--- src/rtl/dot_acc_int_if.sv ---
// dot_acc_int_if: beat-input and result-output handshake bundle for dot_acc_int.
//   Input side : i_valid, o_ready, i_dp (signed), i_scale, i_last
//   Output side: o_valid, i_ready, o_dp (signed), o_scale, o_count, o_ovf
//   slave modport  -> the accumulator block
//   master modport -> the upstream/downstream environment
interface dot_acc_int_if #(
  parameter int in_width  = 8,
  parameter int acc_width = 24,
  parameter int max_beats = 64
);
  localparam int cw = $clog2(max_beats + 1);

  logic                        i_valid;
  logic                        o_ready;
  logic signed [in_width-1:0]  i_dp;
  logic [7:0]                  i_scale;
  logic                        i_last;
  logic                        o_valid;
  logic                        i_ready;
  logic signed [acc_width-1:0] o_dp;
  logic [7:0]                  o_scale;
  logic [cw-1:0]               o_count;
  logic                        o_ovf;

  modport slave (
    input  i_valid, i_dp, i_scale, i_last, i_ready,
    output o_ready, o_valid, o_dp, o_scale, o_count, o_ovf
  );

  modport master (
    output i_valid, i_dp, i_scale, i_last, i_ready,
    input  o_ready, o_valid, o_dp, o_scale, o_count, o_ovf
  );
endinterface

--- src/rtl/dot_acc_int.sv ---
// dot_acc_int: folds a stream of (partial dot product, 8-bit scale) beats into
// one scaled, saturating integer result per row. Scales are aligned by letting
// the larger scale win and arithmetic-right-shifting the other operand.
// Ports:
//   i_clk  clock
//   i_rst  synchronous active-high reset
//   bus    dot_acc_int_if.slave: beat input (i_valid/o_ready/i_dp/i_scale/i_last)
//          and result output (o_valid/i_ready/o_dp/o_scale/o_count/o_ovf)
module dot_acc_int #(
  parameter int in_width  = 8,
  parameter int acc_width = 24,
  parameter int max_beats = 64
) (
  input  logic           i_clk,
  input  logic           i_rst,
  dot_acc_int_if.slave   bus
);
  localparam int cw = $clog2(max_beats + 1);

  typedef enum logic {ACC, OUT} state_t;
  state_t state;

  logic signed [acc_width-1:0] acc, x, op_a, op_b, acc_sat;
  logic signed [acc_width:0]   sum;
  logic [7:0]                  acc_scale, d;
  logic [cw-1:0]               count, count_nxt;
  logic                        ovf, ovf_nxt, first, sat;
  logic                        valid_r, ready_r, accept;

  // Shifts of acc_width or more collapse to the sign fill (0 or -1).
  function automatic logic signed [acc_width-1:0] asr(
    input logic signed [acc_width-1:0] v,
    input logic [7:0]                  sh
  );
    if (int'(sh) >= acc_width) return v[acc_width-1] ? '1 : '0;
    else return v >>> sh;
  endfunction

  assign accept = bus.i_valid & ready_r;

  always_comb begin
    x    = acc_width'(bus.i_dp);
    op_a = acc;
    op_b = x;
    d    = '0;
    if (bus.i_scale > acc_scale) begin
      d    = bus.i_scale - acc_scale;
      op_a = asr(acc, d);
    end else if (bus.i_scale < acc_scale) begin
      d    = acc_scale - bus.i_scale;
      op_b = asr(x, d);
    end
    // One guard bit: overflow shows as the top two sum bits disagreeing.
    sum = (acc_width+1)'(op_a) + (acc_width+1)'(op_b);
    sat = sum[acc_width] != sum[acc_width-1];
    if (!sat)
      acc_sat = sum[acc_width-1:0];
    else if (sum[acc_width])
      acc_sat = {1'b1, {(acc_width-1){1'b0}}};
    else
      acc_sat = {1'b0, {(acc_width-1){1'b1}}};

    if (count == cw'(max_beats)) begin
      count_nxt = count;
      ovf_nxt   = 1'b1;
    end else begin
      count_nxt = count + cw'(1);
      ovf_nxt   = ovf;
    end
    ovf_nxt = ovf_nxt | sat;
  end

  always_ff @(posedge i_clk) begin
    if (i_rst) begin
      state     <= ACC;
      first     <= 1'b1;
      valid_r   <= 1'b0;
      ready_r   <= 1'b1;
      acc       <= '0;
      acc_scale <= '0;
      count     <= '0;
      ovf       <= 1'b0;
    end else begin
      case (state)
        ACC: begin
          if (accept) begin
            if (first) begin
              acc       <= x;
              acc_scale <= bus.i_scale;
              count     <= cw'(1);
              ovf       <= 1'b0;
              first     <= 1'b0;
            end else begin
              acc       <= acc_sat;
              if (bus.i_scale > acc_scale) acc_scale <= bus.i_scale;
              count     <= count_nxt;
              ovf       <= ovf_nxt;
            end
            if (bus.i_last) begin
              state   <= OUT;
              valid_r <= 1'b1;
              ready_r <= 1'b0;
            end
          end
        end
        OUT: begin
          if (bus.i_ready) begin
            state   <= ACC;
            first   <= 1'b1;
            valid_r <= 1'b0;
            ready_r <= 1'b1;
          end
        end
        default: state <= ACC;
      endcase
    end
  end

  assign bus.o_dp    = acc;
  assign bus.o_scale = acc_scale;
  assign bus.o_count = count;
  assign bus.o_ovf   = ovf;
  assign bus.o_valid = valid_r;
  assign bus.o_ready = ready_r;
endmodule

--- src/flat_wrapper.sv ---
// flat-port wrapper written by rule: the top's interface ports become plain ports
module dot_acc_int_flat 
#(
  parameter int in_width  = 8,
  parameter int acc_width = 24,
  parameter int max_beats = 64
)
  (i_clk, i_rst, bus_i_valid, bus_i_dp, bus_i_scale, bus_i_last, bus_i_ready, bus_o_ready, bus_o_valid, bus_o_dp, bus_o_scale, bus_o_count, bus_o_ovf);
  dot_acc_int_if #(.in_width(in_width), .acc_width(acc_width), .max_beats(max_beats)) bus_i ();
  input  logic i_clk;
  input  logic i_rst;
  input wire logic [$bits(bus_i.i_valid)-1:0] bus_i_valid;
  input wire logic [$bits(bus_i.i_dp)-1:0] bus_i_dp;
  input wire logic [$bits(bus_i.i_scale)-1:0] bus_i_scale;
  input wire logic [$bits(bus_i.i_last)-1:0] bus_i_last;
  input wire logic [$bits(bus_i.i_ready)-1:0] bus_i_ready;
  output wire logic [$bits(bus_i.o_ready)-1:0] bus_o_ready;
  output wire logic [$bits(bus_i.o_valid)-1:0] bus_o_valid;
  output wire logic [$bits(bus_i.o_dp)-1:0] bus_o_dp;
  output wire logic [$bits(bus_i.o_scale)-1:0] bus_o_scale;
  output wire logic [$bits(bus_i.o_count)-1:0] bus_o_count;
  output wire logic [$bits(bus_i.o_ovf)-1:0] bus_o_ovf;
  assign bus_i.i_valid = bus_i_valid;
  assign bus_i.i_dp = bus_i_dp;
  assign bus_i.i_scale = bus_i_scale;
  assign bus_i.i_last = bus_i_last;
  assign bus_i.i_ready = bus_i_ready;
  assign bus_o_ready = bus_i.o_ready;
  assign bus_o_valid = bus_i.o_valid;
  assign bus_o_dp = bus_i.o_dp;
  assign bus_o_scale = bus_i.o_scale;
  assign bus_o_count = bus_i.o_count;
  assign bus_o_ovf = bus_i.o_ovf;
  dot_acc_int #(.in_width(in_width), .acc_width(acc_width), .max_beats(max_beats)) u_core (.i_clk(i_clk), .i_rst(i_rst), .bus(bus_i));
endmodule
--- config.mk ---
export PLATFORM = sky130hd
export DESIGN_NAME = dot_acc_int_flat
export DESIGN_NICKNAME = d
export VERILOG_FILES = /design/src/rtl/dot_acc_int_if.sv /design/src/rtl/dot_acc_int.sv /design/src/flat_wrapper.sv
export SDC_FILE = /design/constraint.sdc
export NUM_CORES = 1
export LEC_CHECK = 0
export CAP_MARGIN = 30
export CORE_ASPECT_RATIO = 1.25
export CORE_MARGIN = 2
export CORE_UTILIZATION = 35
export DETAILED_ROUTE_END_ITERATION = 12
export MAX_ROUTING_LAYER = met4
export PLACE_DENSITY = 0.54
export SKIP_LAST_GASP = 1
export SLEW_MARGIN = 20
export SYNTH_ARGS = -nofsm -noshare
export SYNTH_HDL_FRONTEND = slang
export SYNTH_SLANG_ARGS = --single-unit
--- constraint.sdc ---
create_clock -name i_clk -period 18.43 [get_ports i_clk]
set_clock_uncertainty 0.1 [all_clocks]
set_input_delay 3.686 -clock i_clk [delete_from_list [all_inputs] [get_ports i_clk]]
set_output_delay 3.686 -clock i_clk [all_outputs]
set_load 0.01 [all_outputs]
# Word level (Yosys, flattened, before mapping)
# Index checks and enable logic that the tools add are counted.
# totals
in_bits	21
word_cells	63
out_inout_bits	42
ff_bits	44
# classes
muxes	30
add_sub_neg	4
reduce_logical	6
order_cmp	4
bitwise_logic	3
n_eq_ne	6
n_shift	2
# ops
cell	count
$mux W24	10
$add A24 B24 Y25	1
$sshr A24 B8 Y24	1
$sshr A8 B8 Y24	1
$ge A8 B5 Y1 const B	2
$mux W8	2
$sub A8 B8 Y8	2
$mux W7	2
$mux W1	12
$reduce_and A3 Y1	3
$gt A8 B8 Y1	1
$lt A8 B8 Y1	1
$pmux W1 S2	4
$add A7 B1 Y7 const B	1
$eq A7 B7 Y1 const B	1
$ne A2 B1 Y1 const B	2
$ne A2 B2 Y1 const B	2
$reduce_and A2 Y1	2
$reduce_bool A2 Y1	1
$and A1 B1 Y1	1
$ne A1 B1 Y1	1
$not A1 Y1	1
$or A1 B1 Y1	1

# Logic depth before layout (Yosys ltp)
# logic_depth
depth_word	9
mapped_depth	25
depth_no_buf	22

# Worst setup path before layout
# Ideal clock, no wire load.
# synth_path
kind	input port to flip-flop
startpoint	input bus_i_scale[0]
endpoint	register u_core.ovf, in the netlist u_core.bus.o_ovf
slack_ns	10.050
t_arrival_ns	8.153
required_ns	18.204
setup_time_ns	0.126
cell_stages	23
path_cell_list	inv_1 > ha_1 > fa_1 > buf_2 > buf_1 > clkbuf_1 > nand2_1 > o21ai_0 > a22oi_1 > a32o_1 > o21ai_0 > ha_1 > inv_1 > fa_1 > nor2b_1 > o2111ai_1 > a21oi_1 > o31ai_1 > o211ai_1 > buf_4 > nor2_1 > o41ai_1 > a21oi_1
# synth_between
elab_chain_len	9
# synth_lines
item	line	text
from (decl)	flat_wrapper.sv:14	input wire logic [$bits(bus_i.i_scale)-1:0] bus_i_scale;
$sub A8 B8 Y8	dot_acc_int.sv:50	d = acc_scale - bus.i_scale;
$ge A8 B5 Y1 / $sshr A8 B8 Y24 (equally long branches)	dot_acc_int.sv:35, dot_acc_int.sv:36	
$mux W24	dot_acc_int.sv:35	if (int'(sh) >= acc_width) return v[acc_width-1] ? '1 : '0;
$mux W24	dot_acc_int.sv:49	end else if (bus.i_scale < acc_scale) begin
$mux W24	dot_acc_int.sv:46	if (bus.i_scale > acc_scale) begin
$add A24 B24 Y25 (*)	dot_acc_int.sv:54	sum = (acc_width+1)'(op_a) + (acc_width+1)'(op_b);
$ne A1 B1 Y1 (*)	dot_acc_int.sv:55	sat = sum[acc_width] != sum[acc_width-1];
$or A1 B1 Y1 (*)	dot_acc_int.sv:70	ovf_nxt = ovf_nxt | sat;
$mux W1 (*)	dot_acc_int.sv:87	if (first) begin
to (signal assigned)	dot_acc_int.sv:97	ovf <= ovf_nxt;
to (decl)	dot_acc_int.sv:27	logic ovf, ovf_nxt, first, sat;
# Every way passes the cells marked *; elsewhere a longest branch is shown, timed or not.
# A chain may end at the register's enable or synchronous reset.

# Final worst setup path
# layout_path
startpoint	input bus_i_scale[3]
endpoint	register u_core.acc[7], in the netlist u_core.bus.o_dp[7]
# layout_between
elab_chain_len	9
# layout_lines
item	line	text
$sub A8 B8 Y8	dot_acc_int.sv:50	
$ge A8 B5 Y1 / $sshr A8 B8 Y24 (equally long branches)	dot_acc_int.sv:35, dot_acc_int.sv:36	
$mux W24	dot_acc_int.sv:35	
$mux W24	dot_acc_int.sv:49	
$mux W24	dot_acc_int.sv:46	
$add A24 B24 Y25 (*)	dot_acc_int.sv:54	
$mux W24 / $ne A1 B1 Y1 (equally long branches)	dot_acc_int.sv:58, dot_acc_int.sv:55	
$mux W24 (*)	dot_acc_int.sv:56	if (!sat)
$mux W24 (*)	dot_acc_int.sv:87	
to (signal assigned)	dot_acc_int.sv:94	acc <= acc_sat;
to (decl)	dot_acc_int.sv:23	logic signed [acc_width-1:0] acc, x, op_a, op_b, acc_sat;
# Marked as above.

==> qor.csv <==
stage;metric;value;unit
outcome;status;completed;
cts;clkTransAtPathRegs;0.07;ns
worst_setup_path;cp.arrival;10.13;ns
run;max-cap-violations;0;
pwr;powerDensity;89.7;mW/mm2
cts;cts_tree;done;
worst_setup_path;path_max_fanout;21;
yosys;avgSynthCellArea;7.69;um2
timing;setup_tns;0;ns
detailed_routing;drt_iter0_drc;467;
floorplan;initial_utilization;0.356;
detailed_routing;drtAntennaViolNets;0;
floorplan;core;0.0174;mm2
cts;cts_buffer_depth;2;
timing;min_period_over_period;0.543;
cts;h-tree-depth;2;
worst_setup_path;rr_startpoint;u_core.bus.o_scale[3];
yosys;ys.flop_type;dfxtp_1;
detailed_routing;num_vias;6244;
global_route;grt_max_degree;52;
global_route;grt-ovfl-total;0;
worst_setup_path;critPathCaptureType;flop;
yosys;syn_nets;873;
cts;clkSinkCount;44;
global_route;grtUsageTotal;0.221;
yosys;seq_area_frac_synth;0.142;
timing;setup_viol;0;
worst_setup_path;cp-start-kind;input pin;
yosys;synth-seq-cells;44;
timing;period_minus_slack;10.00;ns
min_path;hp-class;reg2reg;
timing;worst_pin_slew;0.836;ns
layout;n_antenna_cell;0;
timing;slew_viol_final;0;
yosys;ys_types;89;
worst_setup_path;required;18.56;ns
floorplan;num_rows;54;
detailed_routing;detail_route.wl_per_cell;18.8;um
floorplan;die_x;123;um
layout;fin_area;0.00713;mm2
min_path;holdPathEnd;u_core.bus.o_ovf;
global_route;grt_pass1_vias;5938;
yosys;async_flop_share;0;
layout;final_nets;904;
place;place_congestion;0.922;
cts;holdBufCountCts;0;
pwr;finalPower;640;uW
cts;cts_setup_buffers;0;
min_path;min_from;u_core.bus.o_ovf;
place;portBuffers;62;
yosys;synth_warnings;0;
yosys;synth_area;0.00621;mm2
yosys;syn-instance-count;808;
timing;max_freq;100;MHz
worst_setup_path;reg2reg_depth;20;
cts;cts_buffers;5;
place;dp_hpwl;14.9;mm
worst_setup_path;crit_start;bus_i_scale[3];
floorplan;ios;63;
place;post_dp_cell_area;0.00693;mm2
worst_setup_path;r2r-end;u_core.bus.o_dp[7];
layout;drive_gt1_frac;0.0976;
timing;rsz0062_at_grt;false;
cts;clkLatencyLatePin;0.31;ns
yosys;synth_edf_count;0;
timing;hold_viol_final;0;
global_route;grt_pass1_wl;32.2;mm
cts;clockRootBuffer;clkbuf_16;
layout;fin_cells;1064;
detailed_routing;wirelength;20.0;mm
worst_setup_path;path_class;in2reg;
global_route;antenna_found_initial;0;
min_path;holdPathStages;2;
place;dp_cells;1055;
detailed_routing;drt-pass1-iter-count;6;
layout;fill_cells;1852;
timing;slew_headroom;0.440;
detailed_routing;drc;0;
floorplan;die_y;153;um
floorplan;die-area;0.0188;mm2
worst_setup_path;reg2reg_slack;11.84;ns
pwr;vdd_drop_max;36.2;uV
detailed_routing;viasPerCell;5.87;
pwr;leakage;2.79;nW
cts;cts_repair_resize_count;0;
layout;syn2layout_area_growth;14.8;%
-- through the flow --
stage,worst slack [ns],utilization,hold slack (ns)
6_report,8.43,0.409,0.351
5_1_grt,7.90,0.409,0.397
4_1_cts,8.43,0.407,0.356
3_5_place_dp,8.12,0.398,0.346
3_3_place_gp,8.26,0.397,0.341
2_1_floorplan,10.05,-,0.370
-- how the worst max path moves through the flow --
stage | cells past startpoint | slack, ns | endpoint
2_1_floorplan | 23 | 10.05 | u_core.bus.o_ovf
3_3_place_gp | 19 | 8.26 | u_core.bus.o_dp[21]
3_5_place_dp | 19 | 8.12 | u_core.bus.o_dp[15]
4_1_cts | 19 | 8.43 | u_core.bus.o_dp[15]
5_1_grt | 20 | 7.90 | u_core.bus.o_dp[10]
6_report | 20 | 8.43 | u_core.bus.o_dp[7]
-- per-layer routing --
| metal | track usage | wire [um] | vias to the layer above | part of all wire |
|---|---|---|---|---|
| met1 | 0.288 | 8890 | 2958 | 0.44 |
| met4 | 0.0611 | 422 | 0 | 0.021 |
| met2 | 0.358 | 9890 | 157 | 0.49 |
| met3 | 0.0250 | 794 | 34 | 0.040 |
| met5 | - | 0 | - | 0 |
| li1 | - | - | 3095 | - |
-- layout make-up --
type	instances	area, um2	share of cell area
clock buffers	5	125	0.0175
flip-flops and latches	44	881	0.124
repair buffers	73	723	0.101
well taps	224	280	0.0393
clock inverters	3	47.5	0.00667
multi-input cells	687	4970	0.697
inverters	28	105	0.0147
-- registers in the layout (all words and copies together) (netlist names) --
name                count
u_core.bus.o_count      7
u_core.bus.o_dp        24
u_core.bus.o_ovf        1
u_core.bus.o_ready      1
u_core.bus.o_scale      8
u_core.bus.o_valid      1
u_core.first            1
u_core.state            1
-- synthesized netlist by cell type (17+ instances only) --
master,instances,area (um2)
a21o_1,17,128
a21oi_1,58,290
clkbuf_1,22,82.6
dfxtp_1,44,881
ha_1,41,513
inv_1,28,105
mux2i_1,40,400
nand2_1,99,372
nand3_1,21,105
nor2_1,60,225
o211ai_1,24,180
o21ai_0,60,300
xor2_1,17,149
-- logic make-up after synthesis --
group | after synthesis | share of synthesized area
AND/OR/NAND/NOR | 271 | 0.221
flip-flops | 44 | 0.142
adder cells (fa/ha/maj) | 44 | 0.0922
multiplexers | 68 | 0.138
buffers and inverters | 77 | 0.0592
AO/OA/AOI/OAI | 276 | 0.306
XOR/XNOR | 28 | 0.0419
-- power by group --
part | internal (mW) | switching, mW
registers | 0.108 | 0.0290
logic | 0.165 | 0.226
clock network | 0.0647 | 0.0475
total | 0.338 | 0.302
-- cells in the final DEF, fill, tap and decap left out, types with 17 or more instances in the layout --
master / n
mux2i_1: 40
o211ai_1: 24
inv_1: 28
a21oi_1: 58
nand3_1: 21
nor2_1: 60
clkdlybuf4s50_1: 62
o21ai_0: 60
ha_1: 40
nand2_1: 99
a21o_1: 17
dfxtp_1: 44
xor2_1: 17
-- critical path: stages --
cell	delay (ns)
clkdlybuf4s50_1	0.45
ha_1	0.61
nand4_1	0.32
a21oi_2	0.23
o31a_1	0.23
o22a_1	0.63
a22oi_1	0.28
a32o_1	0.32
o21ai_0	0.18
ha_1	0.22
inv_1	0.06
fa_1	0.40
nor2b_1	0.18
o2111ai_1	0.19
a21oi_1	0.37
o31ai_1	0.14
o211ai_1	0.70
mux2_2	0.41
nand2_2	0.24
o211ai_1	0.25
(Power assumes the default switching activity.)
